## src/rtl/tdc_phase_decoder_lf.sv

```systemverilog
// Decodes each new TDC measurement into a signed phase error and drives a PI loop filter.
// Registered path: capture, decode, integrate+output. word_valid arrives 3 cycles after the sampled edge.
module tdc_phase_decoder_lf #(
  parameter int DCO_W    = 10,
  parameter int CENTER   = 512,
  parameter int KP_SHIFT = 2,
  parameter int KI_SHIFT = 4,
  parameter int ACC_W    = 20,
  parameter int LOCK_THR = 16,
  parameter int LOCK_CNT = 8
) (
  input  logic               dco_clk,
  input  logic               reset,
  input  logic               loop_enable,
  input  logic               fine_done_pre,
  input  logic               early,
  input  logic [4:0]         counter_rise,
  input  logic [4:0]         counter_fall,
  input  logic [7:0]         bs,
  input  logic [8:0]         vernier,
  output logic signed [11:0] phase_err,
  output logic [DCO_W-1:0]   dco_word,
  output logic               word_valid,
  output logic               decode_err,
  output logic               locked
);
  localparam int SUM_W = ACC_W + 2;
  localparam int CNT_W = $clog2(LOCK_CNT + 1);
  localparam longint ACC_MAX_L  = (longint'(1) << (ACC_W - 1)) - 1;
  localparam longint WORD_MAX_L = (longint'(1) << DCO_W) - 1;
  localparam logic signed [SUM_W-1:0] ACC_MAX  = ACC_MAX_L[SUM_W-1:0];
  localparam logic signed [SUM_W-1:0] ACC_MIN  = -ACC_MAX;
  localparam logic signed [SUM_W-1:0] WORD_MAX = WORD_MAX_L[SUM_W-1:0];
  localparam logic signed [SUM_W-1:0] CENTER_S = SUM_W'(CENTER);

  logic                     r_fdp_d;
  logic                     r_s0_vld;
  logic                     r_s0_early;
  logic [4:0]               r_s0_rise;
  logic [4:0]               r_s0_fall;
  logic [7:0]               r_s0_bs;
  logic [8:0]               r_s0_vern;
  logic                     r_s1_vld;
  logic signed [11:0]       r_s1_err;
  logic                     r_decode_err;
  logic signed [ACC_W-1:0]  r_acc;
  logic [CNT_W-1:0]         r_cnt;
  logic signed [11:0]       r_phase_err;
  logic [DCO_W-1:0]         r_dco_word;
  logic                     r_word_valid;

  logic                     w_start;
  logic [2:0]               w_m;
  logic                     w_m_ok;
  logic [2:0]               w_f;
  logic                     w_f_ok;
  logic                     w_cons;
  logic                     w_ok;
  logic [10:0]              w_mag;
  logic signed [11:0]       w_err;
  logic signed [SUM_W-1:0]  w_err_ext;
  logic signed [SUM_W-1:0]  w_acc_ext;
  logic signed [SUM_W-1:0]  w_acc_sum;
  logic signed [SUM_W-1:0]  w_acc_new;
  logic signed [SUM_W-1:0]  w_word_sum;
  logic [DCO_W-1:0]         w_word_clamped;
  logic [11:0]              w_abs_err;
  logic                     w_in_lock;
  logic [CNT_W-1:0]         w_cnt_next;

  // History resets to 1 so a level already high at reset release is not a new sample.
  assign w_start = fine_done_pre & ~r_fdp_d;

  always_ff @(posedge dco_clk) begin
    if (reset) begin
      r_fdp_d  <= 1'b1;
      r_s0_vld <= 1'b0;
    end else begin
      r_fdp_d  <= fine_done_pre;
      r_s0_vld <= w_start;
    end
  end

  always_ff @(posedge dco_clk) begin
    if (w_start) begin
      r_s0_early <= early;
      r_s0_rise  <= counter_rise;
      r_s0_fall  <= counter_fall;
      r_s0_bs    <= bs;
      r_s0_vern  <= vernier;
    end
  end

  always_comb begin
    w_m    = 3'd0;
    w_m_ok = 1'b1;
    case (r_s0_bs)
      8'h01, 8'h80: w_m = 3'd0;
      8'h04:        w_m = 3'd1;
      8'h10:        w_m = 3'd2;
      8'h40:        w_m = 3'd3;
      8'h02:        w_m = 3'd4;
      8'h08:        w_m = 3'd5;
      8'h20:        w_m = 3'd6;
      default:      w_m_ok = 1'b0;
    endcase
    w_f    = 3'd0;
    w_f_ok = 1'b1;
    case (r_s0_vern)
      9'b000000111: w_f = 3'd0;
      9'b111111110: w_f = 3'd1;
      9'b111111100: w_f = 3'd2;
      9'b111111000: w_f = 3'd3;
      9'b111110000: w_f = 3'd4;
      9'b111100000: w_f = 3'd5;
      9'b111000000: w_f = 3'd6;
      9'b110000000,
      9'b100000000: w_f = 3'd7;
      default:      w_f_ok = 1'b0;
    endcase
  end

  // Compared 6 bits wide so rise=31 never aliases fall=0.
  assign w_cons = ({1'b0, r_s0_fall} == {1'b0, r_s0_rise}) ||
                  ({1'b0, r_s0_fall} == ({1'b0, r_s0_rise} + 6'd1));
  assign w_ok   = w_m_ok & w_f_ok & w_cons;
  assign w_mag  = {r_s0_rise, 6'd0} + {5'd0, w_m, 3'd0} + {8'd0, w_f};
  assign w_err  = r_s0_early ? $signed({1'b0, w_mag}) : -$signed({1'b0, w_mag});

  always_ff @(posedge dco_clk) begin
    if (reset) begin
      r_s1_vld     <= 1'b0;
      r_decode_err <= 1'b0;
      r_s1_err     <= '0;
    end else begin
      r_s1_vld     <= r_s0_vld & w_ok;
      r_decode_err <= r_s0_vld & ~w_ok;
      if (r_s0_vld & w_ok)
        r_s1_err <= w_err;
    end
  end

  assign w_err_ext = {{(SUM_W-12){r_s1_err[11]}}, r_s1_err};
  assign w_acc_ext = {{(SUM_W-ACC_W){r_acc[ACC_W-1]}}, r_acc};
  assign w_acc_sum = w_acc_ext + w_err_ext;
  assign w_word_sum = CENTER_S + (w_err_ext >>> KP_SHIFT) + (w_acc_new >>> KI_SHIFT);

  always_comb begin
    w_acc_new = w_acc_sum;
    if (w_acc_sum > ACC_MAX)
      w_acc_new = ACC_MAX;
    else if (w_acc_sum < ACC_MIN)
      w_acc_new = ACC_MIN;
    w_word_clamped = w_word_sum[DCO_W-1:0];
    if (w_word_sum[SUM_W-1])
      w_word_clamped = '0;
    else if (w_word_sum > WORD_MAX)
      w_word_clamped = '1;
    w_abs_err  = r_s1_err[11] ? -r_s1_err : r_s1_err;
    w_in_lock  = (w_abs_err <= 12'(LOCK_THR));
    w_cnt_next = '0;
    if (w_in_lock)
      w_cnt_next = (r_cnt == CNT_W'(LOCK_CNT)) ? r_cnt : r_cnt + 1'b1;
  end

  always_ff @(posedge dco_clk) begin
    if (reset) begin
      r_acc        <= '0;
      r_cnt        <= '0;
      r_phase_err  <= '0;
      r_dco_word   <= DCO_W'(CENTER);
      r_word_valid <= 1'b0;
    end else begin
      r_word_valid <= r_s1_vld;
      if (r_s1_vld) begin
        r_phase_err <= r_s1_err;
        if (loop_enable) begin
          r_acc      <= w_acc_new[ACC_W-1:0];
          r_dco_word <= w_word_clamped;
          r_cnt      <= w_cnt_next;
        end else begin
          r_dco_word <= DCO_W'(CENTER);
        end
      end
      if (r_decode_err || !loop_enable)
        r_cnt <= '0;
      if (!loop_enable)
        r_acc <= '0;
    end
  end

  assign phase_err  = r_phase_err;
  assign dco_word   = r_dco_word;
  assign word_valid = r_word_valid;
  assign decode_err = r_decode_err;
  assign locked     = (r_cnt == CNT_W'(LOCK_CNT));
endmodule

```

## config.mk

```make
export PLATFORM = sky130hd
export DESIGN_NAME = tdc_phase_decoder_lf
export DESIGN_NICKNAME = d
export VERILOG_FILES = /design/src/rtl/tdc_phase_decoder_lf.sv
export SDC_FILE = /design/constraint.sdc
export NUM_CORES = 1
export LEC_CHECK = 0
export BUFFER_PORTS_ARGS = -buffer_cell sky130_fd_sc_hd__buf_2
export CAP_MARGIN = 20
export CORE_AREA = 2 2 158 145
export CTS_BUF_LIST = sky130_fd_sc_hd__clkbuf_2 sky130_fd_sc_hd__clkbuf_4 sky130_fd_sc_hd__clkbuf_8
export CTS_CLUSTER_DIAMETER = 80
export CTS_CLUSTER_SIZE = 16
export DETAILED_ROUTE_END_ITERATION = 12
export DIE_AREA = 0 0 160 147
export PLACE_DENSITY = 0.52
export SLEW_MARGIN = 15
export SYNTH_ARGS = -nofsm -noshare
export SYNTH_HDL_FRONTEND = slang
export SYNTH_SLANG_ARGS = --single-unit
```

## constraint.sdc

```tcl
create_clock -name dco_clk -period 12.6 [get_ports dco_clk]
set_clock_uncertainty 0.15 [all_clocks]
set_input_delay 2.52 -clock dco_clk [delete_from_list [all_inputs] [get_ports dco_clk]]
set_output_delay 2.52 -clock dco_clk [all_outputs]
set_load 0.01 [all_outputs]
```

## Word-level counts from Yosys, hierarchy flattened

Cells that the tools add are included.
W data, S select, Z words.

- Input port bits: 32
- Logic and storage cells: 79
- Output and inout port bits: 25
- Register bits: 91

- Order comparisons: 4
- Bitwise operators: 8
- Equality and inequality tests: 21
- $add $sub $neg: 9
- Reduce and logical (&&, ||, !) cells: 9
- Multiplexer cells: 13

Operators with widths:

| operator | count |
|---|---|
| $eq A9 B9 Y1 const B | 8 |
| $mux W22 | 2 |
| $mux W10 | 3 |
| $mux W12 | 2 |
| $add A20 B12 Y21 | 1 |
| $gt A21 B20 Y1 const B | 1 |
| $lt A21 B20 Y1 const B | 1 |
| $pmux W3 S7 | 1 |
| $add A12 B18 Y19 | 1 |
| $gt A19 B11 Y1 const B | 1 |
| $pmux W3 S6 | 1 |
| $add A11 B10 Y12 const A | 1 |
| $le A12 B5 Y1 const B | 1 |
| $neg A11 Y12 | 1 |
| $neg A12 Y12 | 1 |
| $add A11 B3 Y11 | 1 |
| $add A11 B6 Y11 | 1 |
| $eq A9 B3 Y1 const B | 1 |
| $reduce_or A9 Y1 | 1 |
| $eq A8 B1 Y1 const B | 1 |
| $eq A8 B2 Y1 const B | 1 |
| $eq A8 B3 Y1 const B | 1 |
| $eq A8 B4 Y1 const B | 1 |
| $eq A8 B5 Y1 const B | 1 |
| 18 further kinds | 29 |

## Longest topological paths before layout

Gate-level depths: netlist (run 1).

- Depth after elaboration: 9
- Depth in mapped cells: 25

## Least setup slack after synthesis (run 1)

OpenSTA, ideal clock, no wires.

- Path kind: register to register
- From: reg r_s1_err[0]
- To: reg r_dco_word[5], in the netlist dco_word[5]
- Cell stages (with the launch flop): 24
- Required time: 12.330 ns
- Setup slack: 6.075 ns
- Arrival: 6.255 ns
- Buffers on the path: 1
- Path through: dfxtp_1 ha_1 inv_1 fa_1 nand2b_1 a211oi_2 o21ai_0 o211ai_2 mux2_4 or4_2 nor4_1 and4bb_2 o21ai_0 ha_1 ha_1 clkbuf_1 and4_1 and2_1 a2111oi_0 o31a_1 mux2_2 nor4_1 o211ai_1 o31a_1

- Word-level cells in the longest chain between the ends: 9

Ends and longest elaborated chain:

| item | line | text |
|---|---|---|
| from (decl) | 44 | `logic signed [11:0] r_s1_err;` |
| from (signal assigned) | 139 | `r_s1_err <= w_err;` |
| $add A20 B12 Y21 (*) | 145 | `assign w_acc_sum = w_acc_ext + w_err_ext;` |
| $lt A21 B20 Y1 | 152 | `else if (w_acc_sum < ACC_MIN)` |
| $mux W22 | 152 |  |
| $mux W22 (*) | 150 | `if (w_acc_sum > ACC_MAX)` |
| named net w_acc_new[11] | 64 | `logic signed [SUM_W-1:0] w_acc_new;` |
| $add A12 B18 Y19 (*) | 146 | `assign w_word_sum = CENTER_S + (w_err_ext >>> KP_SHIFT) + (w_acc_new >>> KI_SHIFT);` |
| $gt A19 B11 Y1 | 157 | `else if (w_word_sum > WORD_MAX)` |
| $mux W10 | 157 |  |
| $mux W10 (*) | 155 | `if (w_word_sum[SUM_W-1])` |
| $mux W10 (*) | 177 | `if (loop_enable) begin` |
| to (signal assigned) | 171 | `r_dco_word <= DCO_W'(CENTER);` |
| to (signal assigned) | 179 | `r_dco_word <= w_word_clamped;` |
| to (signal assigned) | 182 | `r_dco_word <= DCO_W'(CENTER);` |
| to (decl) | 49 | `logic [DCO_W-1:0] r_dco_word;` |

Mark *: on every way through the listed nets, which the timed path passes. The rest lies on a longest branch.
A chain may end at the register's enable or synchronous reset.

## Final worst setup path (run 1)

Same ends and word-level chain as after synthesis.

==> out/results.ini, run 1 <==
[clock_tree]
cts_setup_buffers = 0
clock_sinks = 91
clkLatencyLatePin_ns = 0.38
cts.repair.resized = 0
cts_made_buffers = 9
clk_pin_slew_ns = 0.10
cts_tree = built
root_buffer = clkbuf_8
h-tree-depth = 3
cts_max_path_buffers = 2
cts_hold_buf = 0

[sta]
worst_pin_slew_ns = 0.947
hold_violations = 0
max_freq_mhz = 139
slew_headroom = 0.366
report.final.setup_viol = 0
rsz0062_at_grt = false
drv_slew = 0
setup_tns_ns = 0
layout_min_cycle_time_ns = 7.20
fin_crit_sh = 0.571

[detailed_routing]
ant_nets = 0
vias = 5447
vias_per_cell = 5.07
firstDrtPassIters = 5
drtIter0Drc = 373
drc = 0
wl_per_cell_um = 15.4
drt_wl_total_mm = 16.5

[final_layout]
fin_cells = 1074
drive_above_1_share = 0.136
final_util = 0.329
final_cell_mix = nor2_1 (71), dfxtp_1 (63), ha_1 (59)
num_antenna_cells = 0
nNetsFinal = 865
final_common_cell = nor2_1
syn_to_final_growth_pct = 11.8

[place]
place.gp.congestion = 0.841
dp_hpwl_mm = 12.5
dp.cells = 1058
port_buffers = 56

[synth]
yosysSeqAreaShare = 0.325
synth_ff_type = dfxtp_1
synth_cell_type_count = 79
ys_seq_elements = 91
async_reset_ff_frac = 0
syn_area_sq_mm = 0.00647
synth-edff-count = 28
syn_nets = 819
synth_cells = 726
ys_warn_count = 0
synth_area_per_cell_sq_um = 8.92

[floorplan]
start_util = 0.294
fp.dieH_um = 147
io_pins = 57
rows = 52
fp.dieArea_sq_mm = 0.0235
chipWidth_um = 160
core_area_sq_mm = 0.0220

[power]
power.density_mw_per_mm2 = 70.9
irDropWorstVdd_mv = 0.0441
leakagePower_nw = 3.23

[run_status]
status = completed

[global_route]
grt_pass1_wl_mm = 27.1
grt_max_degree = 43
grt_util_all_layers = 0.142
antenna_found_initial = 0
grt_remaining_overflow = 0
grt_pass1_vias = 5228

[critical_path]
cp_max_fo = 10
crit_arrival_ns = 7.32
end_kind = flip-flop
startpoint = r_s1_err[0]$_SDFFE_PP0P_
r2r_start = r_s1_err[0]$_SDFFE_PP0P_
cp.required_ns = 12.72
critPathLaunchType = flip-flop
critPathKind = flip-flop to flip-flop

[min_path]
hold_path.class = flip-flop to flip-flop
min-delay-start = r_acc[2]$_SDFFE_PP0P_

[flow_run]
max-cap-violations = 0

[worst max-delay path, cell delays in order, from the launching register on]
cell and delay, ns:
dfxtp_1 0.38, ha_1 0.24, inv_1 0.07, fa_1 0.39, nand2b_1 0.19, a211oi_2 0.31
o21ai_0 0.23, o211ai_2 0.27, mux2_4 0.34, or4_2 0.65, nor4_1 0.16, and4bb_2 0.33
o21ai_0 0.11, ha_1 0.29, ha_1 0.39, and4_1 0.23, and2_1 0.16, a2111oi_0 0.55
o31a_1 0.24, mux2_2 0.35, nor4_1 0.27, o211ai_1 0.38, o31a_1 0.40
[sequential cells by signal (all words and copies together) (netlist names), 4 cells and up]
name and flops:
dco_word 10, phase_err 12, r_acc 20, r_cnt 4
r_s0_bs 8, r_s0_fall 5, r_s0_rise 5, r_s0_vern 9
r_s1_err 12
[area by class of cell]
type	instances	area (sq um)
clock buffers	9	124
clock inverters	7	50.0
fillers	2343	14800
inverters	28	105
multi-input cells	581	4170
flip-flops and latches	91	2100
well taps	297	372
repair buffers	61	318
[per-layer routing]
metal / vias to the layer above / track usage / wire, um
met1: 2549 / 0.208 / 8920
met4: 0 / 0.0338 / 200
li1: 2789 / - / -
met5: - / 0 / 0
met3: 11 / 0.0291 / 567
met2: 98 / 0.215 / 6830
[metrics by stage]
stage	area (sq um)	setup WS, ns	power, mW	hold slack (ns)
global placement	7060	5.51	0.333	0.316
detailed placement	7060	5.36	0.334	0.316
floorplan	6470	6.08	0.325	0.290
CTS	7240	5.37	0.519	0.341
finish	7240	5.40	0.513	0.347
global route	7240	4.89	0.535	0.365
[final timing paths]
path / cells past startpoint / slack, ns / to
max: 22 / 5.40 / dco_word[5]$_SDFFE_PP0P_
min: 1 / 0.35 / r_acc[2]$_SDFFE_PP0P_
max reg2reg: 22 / 5.40 / dco_word[5]$_SDFFE_PP0P_
min reg2reg: 1 / 0.35 / r_acc[2]$_SDFFE_PP0P_
[Yosys cell counts (5+ instances only)]
master | count | area share
a211oi_1 | 9 | 0.010
ha_1 | 59 | 0.11
nor2b_1 | 16 | 0.015
nand2b_1 | 15 | 0.014
clkbuf_1 | 23 | 0.013
o211ai_1 | 7 | 0.0081
inv_1 | 28 | 0.016
or2_2 | 5 | 0.0048
xnor2_1 | 21 | 0.028
dfxtp_1 | 63 | 0.19
and2_1 | 6 | 0.0058
nor3b_1 | 7 | 0.0081
maj3_1 | 6 | 0.0093
a21o_1 | 11 | 0.013
a22o_1 | 7 | 0.0095
nor3_1 | 20 | 0.015
nor2_1 | 71 | 0.041
mux2i_1 | 26 | 0.040
a221o_1 | 10 | 0.015
o21a_1 | 11 | 0.013
or3_1 | 5 | 0.0048
o21ai_0 | 35 | 0.027
xor2_1 | 24 | 0.032
nand2_1 | 41 | 0.024
a31oi_1 | 5 | 0.0048
nand3_1 | 12 | 0.0093
nand4_1 | 10 | 0.0097
a21oi_1 | 54 | 0.042
edfxtp_1 | 28 | 0.13
nor4_1 | 9 | 0.0087
[power breakdown]
group / internal, mW / switching, mW / leakage, nW
clock network: 0.0726 / 0.114 / 0.0851
registers: 0.305 / 0.00367 / 0.765
logic: 0.00782 / 0.0101 / 2.38
total: 0.385 / 0.128 / 3.23
[cell families after synthesis]
logic type / Yosys count / synth area share
XOR/XNOR: 45 / 0.0609
flip-flops: 91 / 0.325
multiplexers: 28 / 0.0443
buffers and inverters: 54 / 0.0317
adder cells (fa/ha/maj): 67 / 0.130
AO/OA/AOI/OAI: 199 / 0.215
AND/OR/NAND/NOR: 242 / 0.194
No activity file was read; power rests on OpenSTA's default activity.
==> inputs of run 2 (changes only) <==
--- a/config.mk
+++ b/config.mk
@@ -13,7 +13,7 @@
 export CTS_CLUSTER_SIZE = 16
 export DETAILED_ROUTE_END_ITERATION = 12
 export DIE_AREA = 0 0 160 147
-export PLACE_DENSITY = 0.52
+export PLACE_DENSITY = 0.54
 export SLEW_MARGIN = 15
 export SYNTH_ARGS = -nofsm -noshare
 export SYNTH_HDL_FRONTEND = slang
==> constraint.sdc (replaced) <==
create_clock -name dco_clk -period 5.85 [get_ports dco_clk]
set_clock_uncertainty 0.15 [all_clocks]
set_input_delay 1.17 -clock dco_clk [delete_from_list [all_inputs] [get_ports dco_clk]]
set_output_delay 1.17 -clock dco_clk [all_outputs]
set_load 0.01 [all_outputs]
==> out/results.ini, run 2 (synthesized netlist as in run 1, its figures left out) <==
[floorplan]
start_util = 0.294
chipWidth_um = 160
io_pins = 57
core_area_sq_mm = 0.0220
fp.dieH_um = 147
fp.dieArea_sq_mm = 0.0235
rows = 52

[global_route]
grt_pass1_vias = 5416
grt_max_degree = 43
grt_util_all_layers = 0.146
grt_pass1_wl_mm = 27.6
antenna_found_initial = 0
grt_remaining_overflow = 0

[sta]
drv_slew = 0
slew_headroom = 0.329
hold_violations = 0
max_freq_mhz = 171
report.final.setup_viol = 0
worst_pin_slew_ns = 1.00
rsz0062_at_grt = true
layout_min_cycle_time_ns = 5.83
fin_crit_sh = 0.997
setup_tns_ns = 0
postLayoutSetupSlackWorst_ns = 0.0171

[clock_tree]
clock_sinks = 91
h-tree-depth = 3
clk_pin_slew_ns = 0.09
cts_hold_buf = 0
cts_tree = built
cts_max_path_buffers = 2
root_buffer = clkbuf_8
cts_made_buffers = 9
clkLatencyLatePin_ns = 0.38

[place]
dp_hpwl_mm = 13.3
pre_cts_ws_ns = -0.138
postPlaceCellArea_sq_mm = 0.00756
port_buffers = 56
place.gp.congestion = 0.907

[power]
sw_frac_of_total = 0.230
pwr-share-seq = 0.575
finalPower_mw = 1.16
p_int_mw = 0.890
p_clk_frac = 0.392
leakagePower_nw = 3.60
pwr-share-comb = 0.033
power.density_mw_per_mm2 = 145
switchingPower_mw = 0.265
irDropWorstVdd_mv = 0.0802

[final_layout]
final_cell_mix = nor2_1 (70), buf_4 (64), dfxtp_1 (60)
drive_above_1_share = 0.243
num_antenna_cells = 0
final_util = 0.363
nNetsFinal = 926
largest_reg_flops = 20
syn_to_final_growth_pct = 23.3
final_common_cell = nor2_1
top_register = r_acc
design_area_sq_mm = 0.00798

[min_path]
hold_end = r_acc[2]$_SDFFE_PP0P_
min-delay-start = r_acc[2]$_SDFFE_PP0P_
hold_path.class = flip-flop to flip-flop
hold_depth = 1

[detailed_routing]
drc = 0
drtIter0Drc = 369
ant_nets = 0
firstDrtPassIters = 5
drt_wl_total_mm = 17.1
vias_per_cell = 5.05
vias = 5735
wl_per_cell_um = 15.1

[critical_path]
regToRegEndpoint = dco_word[9]$_SDFFE_PP1P_
cp.required_ns = 5.97
crit_arrival_ns = 5.95
r2r_start = r_acc[0]$_SDFFE_PP0P_
startpoint = r_acc[0]$_SDFFE_PP0P_
ff2ff_path_depth = 23
critPathLaunchType = flip-flop
r2r_slack_ns = 0.02
cp_max_fo = 6
critPathKind = flip-flop to flip-flop
end_kind = flip-flop

[flow_run]
max-cap-violations = 0

[run_status]
status = completed

run 2: final cells by class:
class	instances	area [sq um]
fill	2315	14000
multi-input combinational	581	4410
inverter	28	105
clock buffer	11	145
timing repair buffer	122	786
sequential	91	2110
clock inverter	5	61.3
tap	297	372
run 2: worst max-delay path by stage:
stage | end | slack, ns | cells past startpoint
final | dco_word[9]$_SDFFE_PP1P_ | 0.02 | 23
after CTS | dco_word[9]$_SDFFE_PP1P_ | 0.003 | 24
after global placement | dco_word[8]$_SDFFE_PP0P_ | -0.08 | 24
after detailed placement | dco_word[8]$_SDFFE_PP0P_ | -0.14 | 24
after floorplan | dco_word[5]$_SDFFE_PP0P_ | 0.003 | 22
after global routing | dco_word[8]$_SDFFE_PP0P_ | -0.26 | 23
run 2: through the flow:
| step | hold slack, ns | instances |
|---|---|---|
| finish | 0.335 | 1135 |
| global route | 0.368 | 1135 |
| CTS | 0.344 | 1133 |
| detailed placement | 0.316 | 1114 |
| global placement | 0.303 | 1114 |
| floorplan | 0.290 | 726 |
run 2: power by group through the flow:
stage	Clock (mW)	Sequential [mW]	Combinational (mW)
5_1_grt	0.497	0.666	0.0427
3_3_place_gp	0	0.679	0.0381
3_5_place_dp	0	0.679	0.0388
2_1_floorplan	0	0.676	0.0238
6_report	0.453	0.665	0.0382
4_1_cts	0.469	0.665	0.0388
run 2: per-layer routing:
metal	global-route usage	up-vias	wire, um
met3	0.0277	13	734
met2	0.217	127	7160
met1	0.218	2689	9050
met5	0	-	0
met4	0.0320	0	187
li1	-	2906	-
run 2: worst max-delay path: stages, from the launching register on:
cell and delay, ns:
dfxtp_2 0.36, ha_4 0.14, inv_2 0.03, fa_2 0.33
nand2b_4 0.16, a211oi_4 0.32, o21ai_2 0.10, o211ai_2 0.21
mux2_4 0.33, or4_4 0.41, nor4_1 0.20, and4bb_2 0.35
o21ai_2 0.07, ha_1 0.34, ha_4 0.22, and4_1 0.21
and2_4 0.17, a2111oi_4 0.36, o31a_1 0.23, mux2_4 0.33
nor4_4 0.13, o211ai_1 0.16, buf_4 0.19, o31a_1 0.23
run 2: repair_timing:
item	CTS	global route
buffers inserted	2	2
pin swaps	13	17
gates resized for setup	26	12
endpoints found under the setup margin	10	10
cloned	1	0
